[config.mk]
export PLATFORM = sky130hd
export DESIGN_NAME = mvm_stream_packetizer
export DESIGN_NICKNAME = d
export VERILOG_FILES = /design/src/rtl/mvm_pkt_pkg.sv /design/src/rtl/mvm_stream_packetizer_if.sv /design/src/rtl/mvm_pkt_out_reg.sv /design/src/rtl/mvm_stream_packetizer.sv
export SDC_FILE = /design/constraint.sdc
export NUM_CORES = 1
export LEC_CHECK = 0
export CORE_ASPECT_RATIO = 2
export CORE_MARGIN = 10
export CORE_UTILIZATION = 38
export DETAILED_ROUTE_END_ITERATION = 10
export GPL_TIMING_DRIVEN = 1
export PLACE_DENSITY = 0.77
export REMOVE_ABC_BUFFERS = 1
export SETUP_SLACK_MARGIN = 0.02
export SYNTH_ARGS = -nofsm -noshare
export SYNTH_HDL_FRONTEND = slang
export SYNTH_SLANG_ARGS = --single-unit
export TNS_END_PERCENT = 5
[constraint.sdc]
create_clock -name clk -period 2.1 [get_ports clk]
set_input_delay 0.21 -clock clk [delete_from_list [all_inputs] [get_ports clk]]
set_output_delay 0.21 -clock clk [all_outputs]
set_load 0.01 [all_outputs]
[src/rtl/mvm_pkt_pkg.sv]
// Shared types and tuser field layout for the MVM stream packetizer.
package mvm_pkt_pkg;

  typedef enum logic [0:0] {
    StIdle,
    StStream
  } state_e;

  // tuser layout: RF address at the bottom, op code directly above it, rest zero.
  localparam int unsigned TuserAddrLsb = 0;

  function automatic int unsigned tuser_op_lsb(input int unsigned rfaddrw);
    return TuserAddrLsb + rfaddrw;
  endfunction

endpackage

[src/rtl/mvm_stream_packetizer_if.sv]
// AXI-Stream transmit bundle used between the packetizer and its output stage.
interface mvm_stream_packetizer_if #(
  parameter int unsigned DATAW = 128,
  parameter int unsigned BYTEW = 8,
  parameter int unsigned IDW   = 32,
  parameter int unsigned DESTW = 12,
  parameter int unsigned USERW = 75
);

  logic             tvalid;
  logic             tready;
  logic [DATAW-1:0] tdata;
  logic [BYTEW-1:0] tstrb;
  logic [BYTEW-1:0] tkeep;
  logic             tlast;
  logic [IDW-1:0]   tid;
  logic [DESTW-1:0] tdest;
  logic [USERW-1:0] tuser;

  modport master (
    output tvalid, tdata, tstrb, tkeep, tlast, tid, tdest, tuser,
    input  tready
  );

  modport slave (
    input  tvalid, tdata, tstrb, tkeep, tlast, tid, tdest, tuser,
    output tready
  );

endinterface

[src/rtl/mvm_pkt_out_reg.sv]
// Single-entry AXI-Stream output register; holds its beat until the sink accepts it.
module mvm_pkt_out_reg #(
  parameter int unsigned DATAW = 128,
  parameter int unsigned BYTEW = 8,
  parameter int unsigned IDW   = 32,
  parameter int unsigned DESTW = 12,
  parameter int unsigned USERW = 75
) (
  input  logic                    clk,
  input  logic                    rst,
  input  logic                    load,
  input  logic [DATAW-1:0]        data,
  input  logic                    last,
  input  logic [IDW-1:0]          id,
  input  logic [DESTW-1:0]        dest,
  input  logic [USERW-1:0]        user,
  mvm_stream_packetizer_if.master tx
);

  logic             valid_q;
  logic [DATAW-1:0] data_q;
  logic             last_q;
  logic [IDW-1:0]   id_q;
  logic [DESTW-1:0] dest_q;
  logic [USERW-1:0] user_q;

  // The caller only asserts load when the slot is empty or draining this cycle.
  always_ff @(posedge clk) begin
    if (rst) begin
      valid_q <= 1'b0;
      data_q  <= '0;
      last_q  <= 1'b0;
      id_q    <= '0;
      dest_q  <= '0;
      user_q  <= '0;
    end else if (load) begin
      valid_q <= 1'b1;
      data_q  <= data;
      last_q  <= last;
      id_q    <= id;
      dest_q  <= dest;
      user_q  <= user;
    end else if (tx.tready) begin
      valid_q <= 1'b0;
    end
  end

  assign tx.tvalid = valid_q;
  assign tx.tdata  = data_q;
  assign tx.tlast  = last_q;
  assign tx.tid    = id_q;
  assign tx.tdest  = dest_q;
  assign tx.tuser  = user_q;
  assign tx.tstrb  = {BYTEW{valid_q}};
  assign tx.tkeep  = {BYTEW{valid_q}};

endmodule

[src/rtl/mvm_stream_packetizer.sv]
// Packs a command plus payload beats into an AXI-Stream packet for an MVM register file.
// Define MVM_PKT_ADDR_INC_EN to step the RF address per beat; otherwise every beat uses cmd_addr.
module mvm_stream_packetizer
  import mvm_pkt_pkg::*;
#(
  parameter int unsigned DATAW     = 128,
  parameter int unsigned BYTEW     = 8,
  parameter int unsigned IDW       = 32,
  parameter int unsigned DESTW     = 12,
  parameter int unsigned USERW     = 75,
  parameter int unsigned RFADDRW   = 7,
  parameter int unsigned AXIS_OPSW = 2,
  parameter int unsigned MAXLEN    = 64
) (
  input  logic                       clk,
  input  logic                       rst,
  input  logic                       cmd_valid,
  output logic                       cmd_ready,
  input  logic [DESTW-1:0]           cmd_dest,
  input  logic [AXIS_OPSW-1:0]       cmd_op,
  input  logic [RFADDRW-1:0]         cmd_addr,
  input  logic [$clog2(MAXLEN):0]    cmd_len,
  input  logic                       in_valid,
  output logic                       in_ready,
  input  logic [DATAW-1:0]           in_data,
  output logic                       axis_tx_tvalid,
  input  logic                       axis_tx_tready,
  output logic [DATAW-1:0]           axis_tx_tdata,
  output logic [BYTEW-1:0]           axis_tx_tstrb,
  output logic [BYTEW-1:0]           axis_tx_tkeep,
  output logic                       axis_tx_tlast,
  output logic [IDW-1:0]             axis_tx_tid,
  output logic [DESTW-1:0]           axis_tx_tdest,
  output logic [USERW-1:0]           axis_tx_tuser
);

  localparam int unsigned LenW  = $clog2(MAXLEN) + 1;
  localparam int unsigned OpLsb = tuser_op_lsb(RFADDRW);

  state_e               state_q, state_d;
  logic [DESTW-1:0]     dest_q, dest_d;
  logic [AXIS_OPSW-1:0] op_q, op_d;
  logic [RFADDRW-1:0]   addr_q, addr_d;
  logic [LenW-1:0]      remain_q, remain_d;
  logic [IDW-1:0]       tid_q, tid_d;

  logic [LenW-1:0]      len_clamped;
  logic [USERW-1:0]     beat_user;
  logic                 cmd_fire;
  logic                 in_fire;

  mvm_stream_packetizer_if #(
    .DATAW (DATAW),
    .BYTEW (BYTEW),
    .IDW   (IDW),
    .DESTW (DESTW),
    .USERW (USERW)
  ) tx_if ();

  assign len_clamped = (cmd_len > LenW'(MAXLEN)) ? LenW'(MAXLEN) : cmd_len;

  assign cmd_ready = !rst && (state_q == StIdle);
  assign in_ready  = !rst && (state_q == StStream) && (!tx_if.tvalid || axis_tx_tready);
  assign cmd_fire  = cmd_valid && cmd_ready;
  assign in_fire   = in_valid && in_ready;

  always_comb begin
    beat_user = '0;
    beat_user[TuserAddrLsb +: RFADDRW] = addr_q;
    beat_user[OpLsb +: AXIS_OPSW]      = op_q;
  end

  // tid_q names the packet being loaded; it advances once its last beat enters the output stage.
  always_comb begin
    state_d  = state_q;
    dest_d   = dest_q;
    op_d     = op_q;
    addr_d   = addr_q;
    remain_d = remain_q;
    tid_d    = tid_q;
    unique case (state_q)
      StIdle: begin
        if (cmd_fire) begin
          dest_d   = cmd_dest;
          op_d     = cmd_op;
          addr_d   = cmd_addr;
          remain_d = len_clamped;
          if (len_clamped != '0) begin
            state_d = StStream;
          end
        end
      end
      StStream: begin
        if (in_fire) begin
          remain_d = remain_q - LenW'(1);
`ifdef MVM_PKT_ADDR_INC_EN
          addr_d   = addr_q + RFADDRW'(1);
`else
          addr_d   = addr_q;
`endif
          if (remain_q == LenW'(1)) begin
            state_d = StIdle;
            tid_d   = tid_q + IDW'(1);
          end
        end
      end
      default: state_d = StIdle;
    endcase
  end

  always_ff @(posedge clk) begin
    if (rst) begin
      state_q  <= StIdle;
      dest_q   <= '0;
      op_q     <= '0;
      addr_q   <= '0;
      remain_q <= '0;
      tid_q    <= '0;
    end else begin
      state_q  <= state_d;
      dest_q   <= dest_d;
      op_q     <= op_d;
      addr_q   <= addr_d;
      remain_q <= remain_d;
      tid_q    <= tid_d;
    end
  end

  mvm_pkt_out_reg #(
    .DATAW (DATAW),
    .BYTEW (BYTEW),
    .IDW   (IDW),
    .DESTW (DESTW),
    .USERW (USERW)
  ) u_out_reg (
    .clk  (clk),
    .rst  (rst),
    .load (in_fire),
    .data (in_data),
    .last (remain_q == LenW'(1)),
    .id   (tid_q),
    .dest (dest_q),
    .user (beat_user),
    .tx   (tx_if)
  );

  assign tx_if.tready   = axis_tx_tready;
  assign axis_tx_tvalid = tx_if.tvalid;
  assign axis_tx_tdata  = tx_if.tdata;
  assign axis_tx_tstrb  = tx_if.tstrb;
  assign axis_tx_tkeep  = tx_if.tkeep;
  assign axis_tx_tlast  = tx_if.tlast;
  assign axis_tx_tid    = tx_if.tid;
  assign axis_tx_tdest  = tx_if.tdest;
  assign axis_tx_tuser  = tx_if.tuser;

endmodule

* After elaboration in Yosys (flattened, before gate mapping)
Cells that the tools add are included.
Word-level totals: bits in registers 244, input bits 161, output and inout port bits 267
Cells by class: $add $sub $neg 2, order comparisons 1, equal/unequal tests 3, mux-type cells 13, bitwise gates (word level) 1, reduce and logical (&&, ||, !) cells 14
Operators by type and width (count):
- 2-to-1 mux 7 bit | 5
- adder 32 x 1 -> 32 bit (second input constant) | 1
- case mux 7 bit (2 select lines) | 1
- equality test 7 x 1 -> 1 bit (second input constant) | 1
- greater-than comparator 7 bit (second input constant) | 1
- nonzero test 7 bit | 1
- subtractor 7 x 1 -> 7 bit (second input constant) | 1
- 2-to-1 mux 1 bit | 6
- AND reduction 2 bit | 3
- logical AND 1 bit | 5
- AND reduction 3 bit | 1
- zero test 1 bit | 2
- inequality test 2 x 1 -> 1 bit (second input constant) | 1
- inequality test 2 bit (second input constant) | 1
- case mux 1 bit (2 select lines) | 1
- nonzero test 2 bit | 1
- logical OR 1 bit | 1
- inverter 1 bit | 1

* Depth between registers and ports, before layout
Gate-level depths: netlist of the first run.
word-level depth 6, gate-level depth with buffers 8

* Cells and area by module
From an unflattened synthesis of the first run, not the netlist that was laid out.
Unflattened totals: cell total of the unflattened synthesis 1176, area total of the unflattened synthesis 11992.8 um2
Modules (own cells, without submodules):
- mvm_pkt_out_reg | times used 1, cells each 820, area an instance 9152.5 um2, seq. area each 4984.8 um2
- mvm_stream_packetizer | times used 1, cells each 356, area an instance 2840.2 um2, seq. area each 1221.2 um2

* Worst setup path before layout of the first run
No wires, ideal clock.
path type register to register, start register remain_q[2], end register tid_q[28], arrival time 1970 ps, required time 2030 ps, slack 60 ps, stages on the path, launching flop included 7, path through dfxtp_1 or4_4 nor3_4 buf_6 nand3_4 or4_1 a21oi_1
On the way: word-level cells in the longest chain between the ends 2
Ends and longest elaborated chain:
- from (decl) | RTL line mvm_stream_packetizer.sv:44 | logic [LenW-1:0] remain_q, remain_d;
- from (signal assigned) | RTL line mvm_stream_packetizer.sv:124 | remain_q <= remain_d;
- equality test 7 x 1 -> 1 bit | RTL line mvm_stream_packetizer.sv:101 | if (remain_q == LenW'(1)) begin
- AND reduction 3 bit (no line)
- to (signal assigned) | RTL line mvm_stream_packetizer.sv:125 | tid_q <= tid_d;
- to (decl) | RTL line mvm_stream_packetizer.sv:45 | logic [IDW-1:0] tid_q, tid_d;
No other way between the ends. A chain may end at the register's enable or synchronous reset.

* Final worst setup path of the first run
start register remain_q[2], end register tid_q[25]
Same word-level chain as after synthesis.

==> flow_summary.toml, run 1 <==
[global_route]
grt_usage = 0.1842
grt_pass1_wl_microns = 49070
grt_max_degree = 153
antenna_found_initial = 3
grt_pass1_vias = 9031
grt-ovfl-total = 0

[setup_path]
r2r_start = "remain_q[2]"
worstSetupStartpoint = "remain_q[2]"
cp-start-kind = "register"
worstPathMaxFanout = 6
slowest_stage = "or4_4"
arrival_ns = 2.51
worstSetupEndpointType = "register"
criticalPathCategory = "reg -> reg"
path_cells = "or4_4 > nor3_4 > nand4_1 > buf_4 > or3_4 > a21oi_2"
max_stage_delay_ns = 0.54
cp.required_ns = 2.54
reg2regPathDepth = 6

[timing]
finalSetupViolations = 0
worst_slack_ns = 0.03157
hold_ws_ns = 0.2326
max_freq_mhz = 483.5
rsz0062_at_grt = "true"
finClkSkew_ns = 0.01708
final.period_utilization = 0.9850
relSlewSlack = 0.4553
slew_violations = 0
hold_viol = 0
worst_pin_slew_ns = 0.8170
min_period_ns = 2.068

[clock_tree]
cts-root-buf = "clkbuf_16"
htree_levels = 1
clk_path_buf_depth = 3
path_clk_slew_ns = 0.07
cts_setup_buffers = 0
clk_latency_ns = 0.52
clock-sinks = 244
cts_tree = "yes"
numCtsBuffers = 23

[yosys]
post_synth_num_cell_types = 44
yosys_warnings = 0
async_reset_ff_frac = 0
synth-seq-cells = 244
synth-edff-count = 0
ys_seq_area_frac = 0.5079
avgSynthCellArea_sq_um = 7.877
ys.flop_type = "dfxtp_1"
synthCells = 1221
synth_area_sq_um = 9618

[placed_design]
dpl_worst_slack_ns = -0.03787
place.gp.congestion = 0.8615
dp.cells = 1859
dp_hpwl_microns = 24010
io_buffers = 361
dpl_cell_area_sq_um = 13340

[floorplanning]
dieArea_sq_um = 32460
rows = 82
initial_core_util = 0.3842
die_x_microns = 132.5
core_area_sq_um = 25030
boundaryPins = 428
die_h_microns = 245.0

[routing]
vias_per_cell = 4.804
drt_iter0_markers = 514
routedWlPerCell_microns = 17.13
drt_wl_total_microns = 32610
via_count = 9147
ant_nets = 0
dr.pass1.iters = 5
drc = 0

[power_and_ir_drop]
p_per_area_nw_per_um2 = 710.0
leakage_nw = 4.907
peakVddDrop_v = 0.0007199

[layout]
instances_no_fill = 1904
area_delta_synth_final_pct = 47.17
fillers = 2288
design_area_sq_um = 14150
nNetsFinal = 1713
regArea_sq_um = 4886
multi_input_comb_area_sq_um = 4063
layout-drive-gt1-share = 0.05942

[worst_hold_path]
holdPathStages = 3
holdCritStartpoint = "in_data[42]"
holdCritPathClass = "in -> reg"

[run_status]
status = "completed"

[run]
maxCapViolCount = 0
## critical path, delay by kind of cell (launching register included)
kind,cells,cell delay (ns)
AOI/OAI and AO/OA,1,0.13
buffers and inverters,1,0.23
DFF,1,0.32
and+or+nand+nor,4,1.31
## timing repair
action | 4_1_cts | 5_1_grt
pin swaps | 2 | 4
hold buffers | 1 | 0
endpoints found under the setup margin | 9 | 10
endpoints found under the hold margin | 9 | 0
resized for setup | 2 | 9
## layout make-up
| cell class | instances | share of cell area |
|---|---|---|
| inverters | 7 | 0.001856 |
| multi-input cells | 873 | 0.2870 |
| well taps | 336 | 0.02970 |
| repair buffers | 400 | 0.2822 |
| clock inverters | 11 | 0.008132 |
| flip-flops and latches | 244 | 0.3452 |
| clock buffers | 30 | 0.04535 |
| diodes | 3 | 0.0005304 |
## worst paths after layout
| path | to | slack (ns) |
|---|---|---|
| setup / recovery | tid_q[25] | 0.03 |
| hold / removal | u_out_reg.tx.tdata[42] | 0.23 |
| setup reg to reg | tid_q[25] | 0.03 |
| hold reg to reg | u_out_reg.tx.tuser[3] | 0.45 |
## logic make-up (layout without fill, tap and decap cells)
family	count (synthesis)	in the layout	share of synthesized area
multiplexers	1	1	0.001171
XOR/XNOR	13	13	0.01184
AO/OA/AOI/OAI	264	264	0.1423
AND/OR/NAND/NOR	526	526	0.2338
buffers and inverters	169	448	0.09874
adder cells (fa/ha/maj)	3	3	0.003903
flip-flops	244	244	0.5079
other	1	69	0.0003899
## synthesized netlist by cell type, types with 5 or more instances
master,n,share of area
nand2_1,399,0.16
dfxtp_1,244,0.51
a21oi_1,211,0.11
buf_4,82,0.064
clkbuf_1,76,0.030
o21ai_0,36,0.019
nor2_1,29,0.011
nand2b_1,25,0.016
nand3_1,13,0.0068
nand4_1,13,0.0085
or3_1,13,0.0085
or4_1,8,0.0062
xor2_1,8,0.0073
inv_1,7,0.0027
o31ai_1,7,0.0055
nor3_1,5,0.0026
xnor2_1,5,0.0046
## flip-flops by register name (all words and copies together), names as in the netlist
signal,count
tid_q,32
u_out_reg.tx.tdest,12
u_out_reg.tx.tvalid,1
u_out_reg.tx.tid,32
dest_q,12
u_out_reg.tx.tdata,128
op_q,2
addr_q,7
state_q,1
u_out_reg.tx.tlast,1
u_out_reg.tx.tuser,9
remain_q,7
## routing by layer
metal,up-vias,global-route usage,share of wire
li1,4516,-,-
met1,4250,0.1736,0.35
met2,320,0.3504,0.54
met3,61,0.05892,0.075
met4,0,0.08388,0.035
met5,-,0,0
## power breakdown
group / internal [mW] / switching (mW)
logic: 0.536 / 0.484
registers: 4.74 / 0.0606
clock network: 2.41 / 1.81
## stage by stage
step           power, mW  setup TNS, ns  utilization
6_report           10.05              0       0.5654
5_1_grt            10.45        -0.1174       0.5654
4_1_cts            10.16              0       0.5638
3_5_place_dp       5.914        -0.1738       0.5328
3_3_place_gp       5.896      -0.004930       0.5328
2_1_floorplan      5.251        -843.97            -
## placed cells by master, fill, tap and decap left out, drive strengths merged, types with 8 or more instances in the layout
cell type	n
nand2	399
nand3	15
nand2b	25
clkbuf	30
conb	66
xor2	8
dfxtp	244
buf	39
or4	9
or3	13
clkdlybuf4s50	359
nand4	13
nor2	29
a21oi	211
o21ai	36
inv	9
(Power assumes the default switching activity.)
==> run 2, diff against run 1 <==
CORE_ASPECT_RATIO = 0.6   (was 2)
==> flow_summary.toml, run 2 (synthesis results as in run 1) <==
[timing]
finClkSkew_ns = 0.01301
hold_ws_ns = 0.1714
worst_slack_ns = 0.06755
max_freq_mhz = 492.0
hold_viol = 0
min_period_ns = 2.032
final.period_utilization = 0.9678
slew_violations = 0
worst_pin_slew_ns = 0.6684
rsz0062_at_grt = "true"
relSlewSlack = 0.5544
finalSetupViolations = 0

[setup_path]
criticalPathCategory = "reg -> reg"
cp-start-kind = "register"
cp.required_ns = 2.54
arrival_ns = 2.48
worstSetupEndpointType = "register"
worstPathMaxFanout = 14

[layout]
fin_util = 0.5759
nNetsFinal = 1708
fillers = 2191
largest_reg_flops = 128
final_common_cell = "nand2_1"
diodes = 0
layout-drive-gt1-share = 0.05506
instances_no_fill = 1884
area_delta_synth_final_pct = 47.01
layout_common_cells = "399 x nand2_1, 360 x clkdlybuf4s50_1, 243 x dfxtp_1, 211 x a21oi_1, 66 x conb_1"

[global_route]
grt-ovfl-total = 0
grt_pass1_wl_microns = 48080
grt_pass1_vias = 8646
grt_most_used_layer = "met2"
globalRouteMet1Util = 0.2149
met2_usage = 0.3027
antenna_found_initial = 2
grt_max_degree = 129
grt_usage = 0.1841
met3_usage = 0.09059

[power_and_ir_drop]
peakVddDrop_v = 0.0006817
p_sw_mw = 2.382
p_comb_frac = 0.098
leakage_nw = 4.888
power.internal_mw = 8.046
power.total_mw = 10.43
p_per_area_nw_per_um2 = 737.5
clock_power_share = 0.441
p_seq_frac = 0.460
swShare = 0.2284

[floorplanning]
die_x_microns = 225.4
boundaryPins = 428
initial_core_util = 0.3917
dieArea_sq_um = 32280
core_area_sq_um = 24550
die_h_microns = 143.2
rows = 44

[placed_design]
io_buffers = 361
dpl_worst_slack_ns = -0.002138
dp_hpwl_microns = 24050
place.gp.congestion = 0.8584
dp.cells = 1839

[worst_hold_path]
holdCritPathClass = "in -> reg"

[routing]
dr.pass1.iters = 5
drt_wl_total_microns = 32270
via_count = 9039
ant_nets = 0
vias_per_cell = 4.798
routedWlPerCell_microns = 17.13
drc = 0
drt_iter0_markers = 712

[run]
maxCapViolCount = 0

[clock_tree]
clk_path_buf_depth = 3
numCtsBuffers = 24
cts_setup_buffers = 0
cts-root-buf = "clkbuf_16"
htree_levels = 1
path_clk_slew_ns = 0.07
clock-sinks = 244
clk_latency_ns = 0.51
cts_tree = "yes"

[run_status]
status = "completed"
## run 2: per-layer routing
layer	vias up	routed length (microns)
met5	-	26
met4	4	507
met3	37	3681
met2	295	15280
met1	4186	12770
li1	4517	-
## run 2: cell type report
type / count / area (sq um) / share of cell area
repair buffers: 394 / 3923 / 0.2774
clock buffers: 34 / 719.4 / 0.05088
multi-input cells: 873 / 4045 / 0.2861
flip-flops and latches: 244 / 4886 / 0.3455
inverters: 7 / 26.28 / 0.001858
clock inverters: 10 / 137.6 / 0.009734
well taps: 322 / 402.9 / 0.02849
## run 2: worst paths after layout
| path | start | slack (ns) | to | cells past startpoint |
|---|---|---|---|---|
| min reg2reg | u_out_reg.tx.tdata[9] | 0.45 | u_out_reg.tx.tdata[9] | 2 |
| min | rst | 0.17 | u_out_reg.tx.tvalid | 3 |
| max | remain_q[2] | 0.07 | tid_q[29] | 6 |
| max reg2reg | remain_q[2] | 0.07 | tid_q[29] | 6 |
## run 2: per-stage QoR
step / TNS (ns) / instance area (sq um)
finish: 0 / 14140
global route: -0.02239 / 14140
CTS: 0 / 14120
detailed placement: -0.002138 / 13250
global placement: 0 / 13250
floorplan: -843.97 / 8939
## run 2: power by group through the flow
stage / logic, mW / registers (mW) / clock network, mW
floorplan: 0.307 / 4.94 / 0
global placement: 1.00 / 4.90 / 0
detailed placement: 1.01 / 4.90 / 0
CTS: 1.02 / 4.80 / 4.73
global route: 1.11 / 4.81 / 4.90
finish: 1.02 / 4.80 / 4.60
## run 2: critical path, cell delays in order, from the launching register on
cell,delay [ns]
dfxtp_1,0.31
or4_4,0.55
nor3_4,0.15
nand4_1,0.13
buf_6,0.17
or4_1,0.50
a21oi_1,0.15
## run 2: what timing repair did
item                       in CTS  in global routing
pin swaps                       1                  2
hold endpoints to repair        6                  0
gates resized for setup         2                  4
setup endpoints to repair       3                  6
hold buffers                    1                  0
==> run 3, diff against run 2 <==
SKIP_CTS_REPAIR_TIMING = 1   (was unset)
==> flow_summary.toml, run 3 (synthesis results as in run 1) <==
[floorplanning]
boundaryPins = 428
dieArea_sq_um = 32280
die_h_microns = 143.2
core_area_sq_um = 24550
rows = 44
initial_core_util = 0.3917
die_x_microns = 225.4

[clock_tree]
clk_path_buf_depth = 3
clk_latency_ns = 0.51
htree_levels = 1
cts_tree = "yes"
path_clk_slew_ns = 0.07
clock-sinks = 244
numCtsBuffers = 24
cts-root-buf = "clkbuf_16"

[layout]
design_area_sq_um = 14180
regArea_sq_um = 4886
diodes = 0
area_delta_synth_final_pct = 47.48
fillers = 2190
layout_common_cells = "399 x nand2_1, 360 x clkdlybuf4s50_1, 243 x dfxtp_1, 211 x a21oi_1, 66 x conb_1"
largest_reg_flops = 128
instances_no_fill = 1889
multi_input_comb_area_sq_um = 4053
layout-drive-gt1-share = 0.05807
final_common_cell = "nand2_1"
nNetsFinal = 1713
fin_util = 0.5777

[routing]
dr.pass1.iters = 7
drt_iter0_markers = 693
routedWlPerCell_microns = 17.19
via_count = 9127
ant_nets = 0
drt_wl_total_microns = 32470
vias_per_cell = 4.832
drc = 0

[setup_path]
reg2regPathDepth = 6
crit_buf_inv = 1
criticalPathCategory = "reg -> reg"
path_delay_family = "simple AND/OR/NAND/NOR gates"
critical_path.endpoint = "tid_q[28]"
r2r_start = "remain_q[2]"
worstPathMaxFanout = 8
path_cells = "or4_4 > nor3_4 > buf_6 > nand3_4 > or4_1 > a21oi_1"
cp-start-kind = "register"
reg2reg_to = "tid_q[28]"
worstSetupStartpoint = "remain_q[2]"
arrival_ns = 2.46
slowest_stage = "or4_4"
r2r_slack_ns = 0.08
worstSetupEndpointType = "register"
worst-path-stages = 6
max_stage_delay_ns = 0.55
cp.required_ns = 2.54

[power_and_ir_drop]
p_sw_mw = 2.383
power.internal_mw = 8.046
swShare = 0.2285
p_comb_frac = 0.098
clock_power_share = 0.441
peakVddDrop_v = 0.0006826
p_seq_frac = 0.460
leakage_nw = 4.910
p_per_area_nw_per_um2 = 735.3

[timing]
hold_viol = 0
max_freq_mhz = 496.1
finClkSkew_ns = 0.01269
rsz0062_at_grt = "true"
relSlewSlack = 0.5594
finalSetupViolations = 0
min_period_ns = 2.016
final.period_utilization = 0.9599
worst_pin_slew_ns = 0.6609
slew_violations = 0
worst_slack_ns = 0.08418
hold_ws_ns = 0.1742

[global_route]
grt_max_degree = 129
antenna_found_initial = 2
grt_pass1_vias = 8644
grt-ovfl-total = 0
grt_usage = 0.1838
grt_pass1_wl_microns = 48070

[placed_design]
dpl_worst_slack_ns = -0.002138
dp.cells = 1839
dpl_cell_area_sq_um = 13250
io_buffers = 361
dp_hpwl_microns = 24050
place.gp.congestion = 0.8584

[run]
maxCapViolCount = 0

[run_status]
status = "completed"

[worst_hold_path]
holdCritPathClass = "in -> reg"
holdPathStages = 3
[run 3: routing by layer]
layer	vias up	part of all wire	global-route usage
li1	4534	-	-
met1	4233	0.39	0.2140
met2	319	0.47	0.3030
met3	37	0.12	0.09059
met4	4	0.016	0.03432
met5	-	0.00080	0
[run 3: area by class of cell]
class                           instances  share of cell area
Sequential cell                       244              0.3444
Multi-Input combinational cell        873              0.2857
Timing Repair Buffer                  399              0.2792
Clock buffer                           34             0.05072
Tap cell                              322             0.02840
Clock inverter                         10            0.009703
Inverter                                7            0.001852
[run 3: how the worst min path moves through the flow]
stage	from	endpoint	slack, ns
3_3_place_gp	dest_q[7]	u_out_reg.tx.tdest[7]	0.44
5_1_grt	rst	u_out_reg.tx.tvalid	0.19
6_report	rst	u_out_reg.tx.tvalid	0.17
3_5_place_dp	addr_q[6]	u_out_reg.tx.tuser[6]	0.45
2_1_floorplan	rst	remain_q[3]	0.28
4_1_cts	rst	u_out_reg.tx.tdata[99]	-0.11
[run 3: power by group through the flow]
stage / Clock (mW) / Sequential (mW) / Combinational (mW)
final: 4.60 / 4.80 / 1.02
after CTS: 4.73 / 4.80 / 1.02
after floorplan: 0 / 4.94 / 0.307
after global placement: 0 / 4.90 / 1.00
after global routing: 4.90 / 4.81 / 1.11
after detailed placement: 0 / 4.90 / 1.01
[run 3: stage by stage]
stage / setup TNS, ns / power, mW
2_1_floorplan: -843.97 / 5.251
3_3_place_gp: 0 / 5.902
3_5_place_dp: -0.002138 / 5.916
4_1_cts: -0.004333 / 10.55
5_1_grt: 0 / 10.82
6_report: 0 / 10.43
[run 3: worst reg2reg max path: cells and delay by family, from the launching register on]
kind,cells,cell delay (ns)
compound gates,1,0.17
buf+inv,1,0.17
flops,1,0.31
simple gates,4,1.30
